### src/rtl/result_mem_pkg.sv
// result_mem_pkg: shared constants and FSM state encodings for the result memory arbiter.
package result_mem_pkg;
    localparam int ADDR_W = 4;
    localparam int DATA_W = 16;
    localparam int DEPTH  = 16;
    localparam logic [0:0] INIT  = 1'b0;
    localparam logic [0:0] SERVE = 1'b1;
endpackage

### src/rtl/rr_arb2.sv
// rr_arb2: 2-way round-robin arbiter; priority flips past the winner on every grant.
module rr_arb2 (
    input  logic       clk,
    input  logic       rst,
    input  logic [1:0] req,
    output logic [1:0] gnt
);
    logic prio;
    assign gnt[0] = req[0] && !(req[1] && prio);
    assign gnt[1] = req[1] && !gnt[0];
    always_ff @(posedge clk or posedge rst)
        if (rst) prio <= 1'b0;
        else if (|gnt) prio <= gnt[0];
endmodule

### src/rtl/result_mem_arbiter.sv
// result_mem_arbiter: shares the single-port result memory between CPU write-back and debug readout,
// zero-fills the memory after reset and returns read data one cycle after the memory output.
module result_mem_arbiter #(
    parameter int ADDR_W  = result_mem_pkg::ADDR_W,
    parameter int DATA_W  = result_mem_pkg::DATA_W,
    parameter int DEPTH   = result_mem_pkg::DEPTH,
    parameter int INIT_EN = 1
) (
    input  logic              clk,
    input  logic              rst,
    input  logic              p0_valid,
    output logic              p0_ready,
    input  logic              p0_we,
    input  logic [ADDR_W-1:0] p0_addr,
    input  logic [DATA_W-1:0] p0_wdata,
    output logic              p0_rvalid,
    output logic [DATA_W-1:0] p0_rdata,
    input  logic              p1_valid,
    output logic              p1_ready,
    input  logic              p1_we,
    input  logic [ADDR_W-1:0] p1_addr,
    input  logic [DATA_W-1:0] p1_wdata,
    output logic              p1_rvalid,
    output logic [DATA_W-1:0] p1_rdata,
    output logic [ADDR_W-1:0] mem_addr,
    output logic [DATA_W-1:0] mem_wdata,
    output logic              mem_we,
    input  logic [DATA_W-1:0] mem_rdata,
    output logic              init_done
);
    import result_mem_pkg::*;
    logic [0:0]        state;
    logic [ADDR_W-1:0] cnt;
    logic              rd_pending, owner, serve, in_init;
    logic [1:0]        elig, gnt;
    assign in_init = state == INIT;
    assign serve   = state == SERVE && !rst;
    // The memory bypasses data_in to data_out on writes, so no write may land while a read result is pending.
    assign elig = {serve && p1_valid && !(p1_we && rd_pending),
                   serve && p0_valid && !(p0_we && rd_pending)};
    rr_arb2 u_arb (.clk(clk), .rst(rst), .req(elig), .gnt(gnt));
    assign p0_ready  = gnt[0];
    assign p1_ready  = gnt[1];
    assign init_done = state == SERVE;
    assign mem_we    = in_init || (gnt[0] && p0_we) || (gnt[1] && p1_we);
    assign mem_addr  = in_init ? cnt : gnt[1] ? p1_addr : gnt[0] ? p0_addr : '0;
    assign mem_wdata = in_init ? '0 : gnt[1] ? p1_wdata : gnt[0] ? p0_wdata : '0;
    always_ff @(posedge clk or posedge rst)
        if (rst) begin
            state <= INIT_EN != 0 ? INIT : SERVE;
            cnt   <= '0;
        end else if (in_init) begin
            cnt <= cnt + 1'b1;
            if (cnt == ADDR_W'(DEPTH - 1)) state <= SERVE;
        end
    always_ff @(posedge clk or posedge rst)
        if (rst) begin
            rd_pending <= 1'b0;
            owner      <= 1'b0;
            p0_rvalid  <= 1'b0;
            p1_rvalid  <= 1'b0;
            p0_rdata   <= '0;
            p1_rdata   <= '0;
        end else begin
            rd_pending <= (gnt[0] && !p0_we) || (gnt[1] && !p1_we);
            owner      <= gnt[1];
            p0_rvalid  <= rd_pending && !owner;
            p1_rvalid  <= rd_pending && owner;
            if (rd_pending && !owner) p0_rdata <= mem_rdata;
            if (rd_pending && owner) p1_rdata <= mem_rdata;
        end
endmodule

### config.mk
export PLATFORM = sky130hd
export DESIGN_NAME = result_mem_arbiter
export DESIGN_NICKNAME = d
export VERILOG_FILES = /design/src/rtl/result_mem_pkg.sv /design/src/rtl/rr_arb2.sv /design/src/rtl/result_mem_arbiter.sv
export SDC_FILE = /design/constraint.sdc
export NUM_CORES = 1
export LEC_CHECK = 0
export ABC_AREA = 1
export BUFFER_PORTS_ARGS = -buffer_cell sky130_fd_sc_hd__buf_2
export CAP_MARGIN = 5
export CORE_MARGIN = 3
export CORE_UTILIZATION = 30
export DETAILED_ROUTE_END_ITERATION = 16
export GPL_TIMING_DRIVEN = 0
export PLACE_DENSITY = 0.63
export SYNTH_ARGS = -nofsm -noshare
export SYNTH_HDL_FRONTEND = slang
export SYNTH_SLANG_ARGS = --single-unit
### constraint.sdc
create_clock -name clk -period 1.9 [get_ports clk]
set_input_delay 0.19 -clock clk [delete_from_list [all_inputs] [get_ports clk]]
set_output_delay 0.19 -clock clk [all_outputs]
set_load 0.01 [all_outputs]
==> impl_metrics.tcl <==
set metrics [dict create \
    status "finished with violations" \
    violations "hold timing" \
    vias_per_cell 4.35 \
    clk_pin_slew_worst_paths_ns 0.08 \
    clkPwrFrac_pct 22.6 \
    hold_slack_ns -0.00362 \
    max_freq_ghz 0.539 \
    synth_area_per_cell_um2 8.50 \
    cts_buffer_depth 2 \
    dp.final_hpwl_um 4080 \
    period_share_pct 97.6 \
    firstDrtPassIters 4 \
    endpoint "mem_wdata[4]" \
    r2r-end "p0_rdata[7]" \
    grt-ovfl-total 0 \
    hold_viol_final 4 \
    syn-cell-area_um2 2010 \
    fp.dieW_um 87.8 \
    grt_max_degree 43 \
    critical_path_required_ns 1.71 \
    grt.met3_usage_pct 5.17 \
    via_count 1950 \
    r2r-start "rd_pending" \
    power_switching_share_pct 32.2 \
    combPwrFrac_pct 29.9 \
    cts_tree "yes" \
    cts.sinks 42 \
    p_sw_uw 826 \
    drt_iter0_drc 42 \
    rr_worst_depth 6 \
    num_rows 29 \
    drtAntennaViolNets 0 \
    max_slew.worst_pin.slew_ns 0.509 \
    finalMaxSlewViolations 0 \
    coreArea_um2 6420 \
    power_per_cell_area_nw_per_um2 887 \
    grt_busiest_layer "met2" \
    area_growth_pct 44.0 \
    antenna_found_initial 0 \
    startpoint "init_done" \
    clock_latency_ns 0.29 \
    grtUsageMet2_pct 23.0 \
    max-cap-violations 0 \
    worst_setup_path_end_kind "output port" \
    power.total_mw 2.56 \
    antenna_cells 0 \
    p_int_mw 1.74 \
    io_buffers 119 \
    dieHeight_um 87.8 \
    start_util_pct 31.2 \
    setup_viol 0 \
    synth_seq_cells 42 \
    dieArea_um2 7710 \
    io_pins 120 \
    met1_usage_pct 16.6 \
    drive_gt1_share_pct 42.6 \
    finalWirelength_um 5360 \
    yosys.cell_types.count 22 \
    rrSetupSlack_ns 0.52 \
    num-fill-cells 650 \
    finalWeightedCongestion 0.745 \
    path_class "register to output port" \
    syn_nets 299 \
    cts_max_level 2 \
    max-slew-margin-rel_pct 66.1 \
    critPathArrivalTime_ns 1.67 \
    min_path_type "input port to asynchronous set/reset pin" \
    final_util_pct 45.0 \
    path_max_fanout 8 \
    period_minus_slack_ns 1.86 \
    num-nets-final 433 \
    vdd_ir_drop_max_mv 0.283 \
    rsz0062_at_grt "true" \
    cts_root_buffer "clkbuf_8" \
    start_kind "register" \
    worst_clock_skew_ns 0.00440 \
    drc 0 \
    ys_seq_area_share_pct 52.4 \
    grt_pass1_vias 1847 \
    grt.total_usage_pct 13.6 \
    p_seq_share_pct 47.5 \
    cts_buffers 5 \
    p_leak_nw 1.70 \
    yosysWarnings 0 \
    syn_inst 236 \
    grt_pass1_wl_um 8310 \
    wl_per_cell_um 12.0 \
]
==> metal layers <==
| layer | vias to the layer above | wire length, um |
|---|---|---|
| li1 | 999 | - |
| met5 | - | 0 |
| met2 | 81 | 2590 |
| met1 | 868 | 2280 |
| met4 | 0 | 14 |
| met3 | 2 | 475 |
==> worst max-delay path, stage by stage (launching register included) <==
cell	delay (ns)
dfrtp_1	0.36
buf_6	0.16
inv_8	0.05
nor2_8	0.10
nand3_4	0.08
a21oi_4	0.19
buf_4	0.19
nand2_1	0.05
nand2_1	0.06
buf_2	0.12
==> cell usage in the layout (no fill, tap or decap), types with 3 or more instances in the layout <==
cell,n
buf_2,118
buf_4,7
buf_6,5
clkbuf_1,7
clkbuf_8,6
dfrtp_1,42
inv_1,22
nand2_1,94
nand2_2,7
nand3_1,7
nand3_2,3
o21ai_0,34
==> power groups by stage <==
stage          sequential [mW]  combinational, mW  clock (mW)
3_5_place_dp              1.23              0.757           0
3_3_place_gp              1.22              0.744           0
2_1_floorplan             1.33              0.279           0
5_1_grt                   1.24              0.868       0.642
4_1_cts                   1.22              0.767       0.603
6_report                  1.22              0.766       0.579
==> metrics by stage <==
step / setup TNS (ns) / worst slack, ns / cell area (um^2) / instances
after floorplan: 0 / 0.233 / 2010 / 236
after global placement: -4.93 / -0.300 / 2700 / 432
after detailed placement: -5.45 / -0.323 / 2700 / 432
after CTS: 0 / 0.00316 / 2820 / 442
after global routing: -1.19 / -0.0818 / 2890 / 448
final: 0 / 0.0449 / 2890 / 448
==> cells in the mapped netlist <==
cell,n,area (um^2)
nand3_2,3,30.0
nor2_8,2,40.0
inv_2,2,7.51
nand3_4,1,17.5
a21oi_4,1,16.3
clkbuf_1,6,22.5
nor2_1,1,3.75
dfrtp_1,42,1050
nand2_4,1,11.3
xor2_1,1,8.76
ha_1,1,12.5
buf_6,4,45.0
inv_6,1,8.76
inv_1,22,82.6
nand4_1,1,6.26
xnor2_1,1,8.76
nand4_4,1,21.3
nand2_2,6,37.5
a21oi_1,2,10.0
o21ai_0,34,170
nand2_1,96,360
nand3_1,7,35.0
==> repair_timing <==
item / CTS / global route
setup buffers: 1 / 5
endpoints found under the setup margin: 23 / 21
hold endpoints to repair: 42 / 0
gates resized for setup: 2 / 8
hold buffers: 1 / 0
pin swaps: 0 / 2
gates cloned: 0 / 1
==> cells by family after synthesis <==
| kind of cell | synth area share (%) |
|---|---|
| XOR/XNOR | 0.873 |
| AND/OR/NAND/NOR | 28.1 |
| adder cells (fa/ha/maj) | 0.623 |
| buffers and inverters | 8.29 |
| flip-flops | 52.4 |
| AO/OA/AOI/OAI | 9.79 |
==> how the worst min path moves through the flow <==
stage | startpoint | endpoint | slack, ns
final | rst | cnt[2] | -0.004
after detailed placement | owner | p0_rvalid | 0.42
after global placement | owner | p0_rvalid | 0.42
after floorplan | rst | cnt[0] | 0.21
after CTS | rst | cnt[2] | 0.004
after global routing | rst | init_done | 0.004
==> flip-flops by register name (all words and copies together) (netlist names) <==
register    count
p1_rvalid       1
p0_rdata       16
rd_pending      1
p0_rvalid       1
p1_rdata       16
cnt             4
owner           1
init_done       1
u_arb.prio      1
==> layout make-up <==
cell class | count | area (um^2) | area share, %
Sequential cell | 42 | 1050 | 36.4
Multi-Input combinational cell | 159 | 800 | 27.7
Timing Repair Buffer | 127 | 674 | 23.3
Inverter | 25 | 109 | 3.77
Tap cell | 77 | 96.3 | 3.33
Clock buffer | 7 | 86.3 | 2.99
Buffer | 10 | 67.6 | 2.34
Clock inverter | 1 | 5.00 | 0.173
Note: power is estimated with default switching activity, not from simulation.
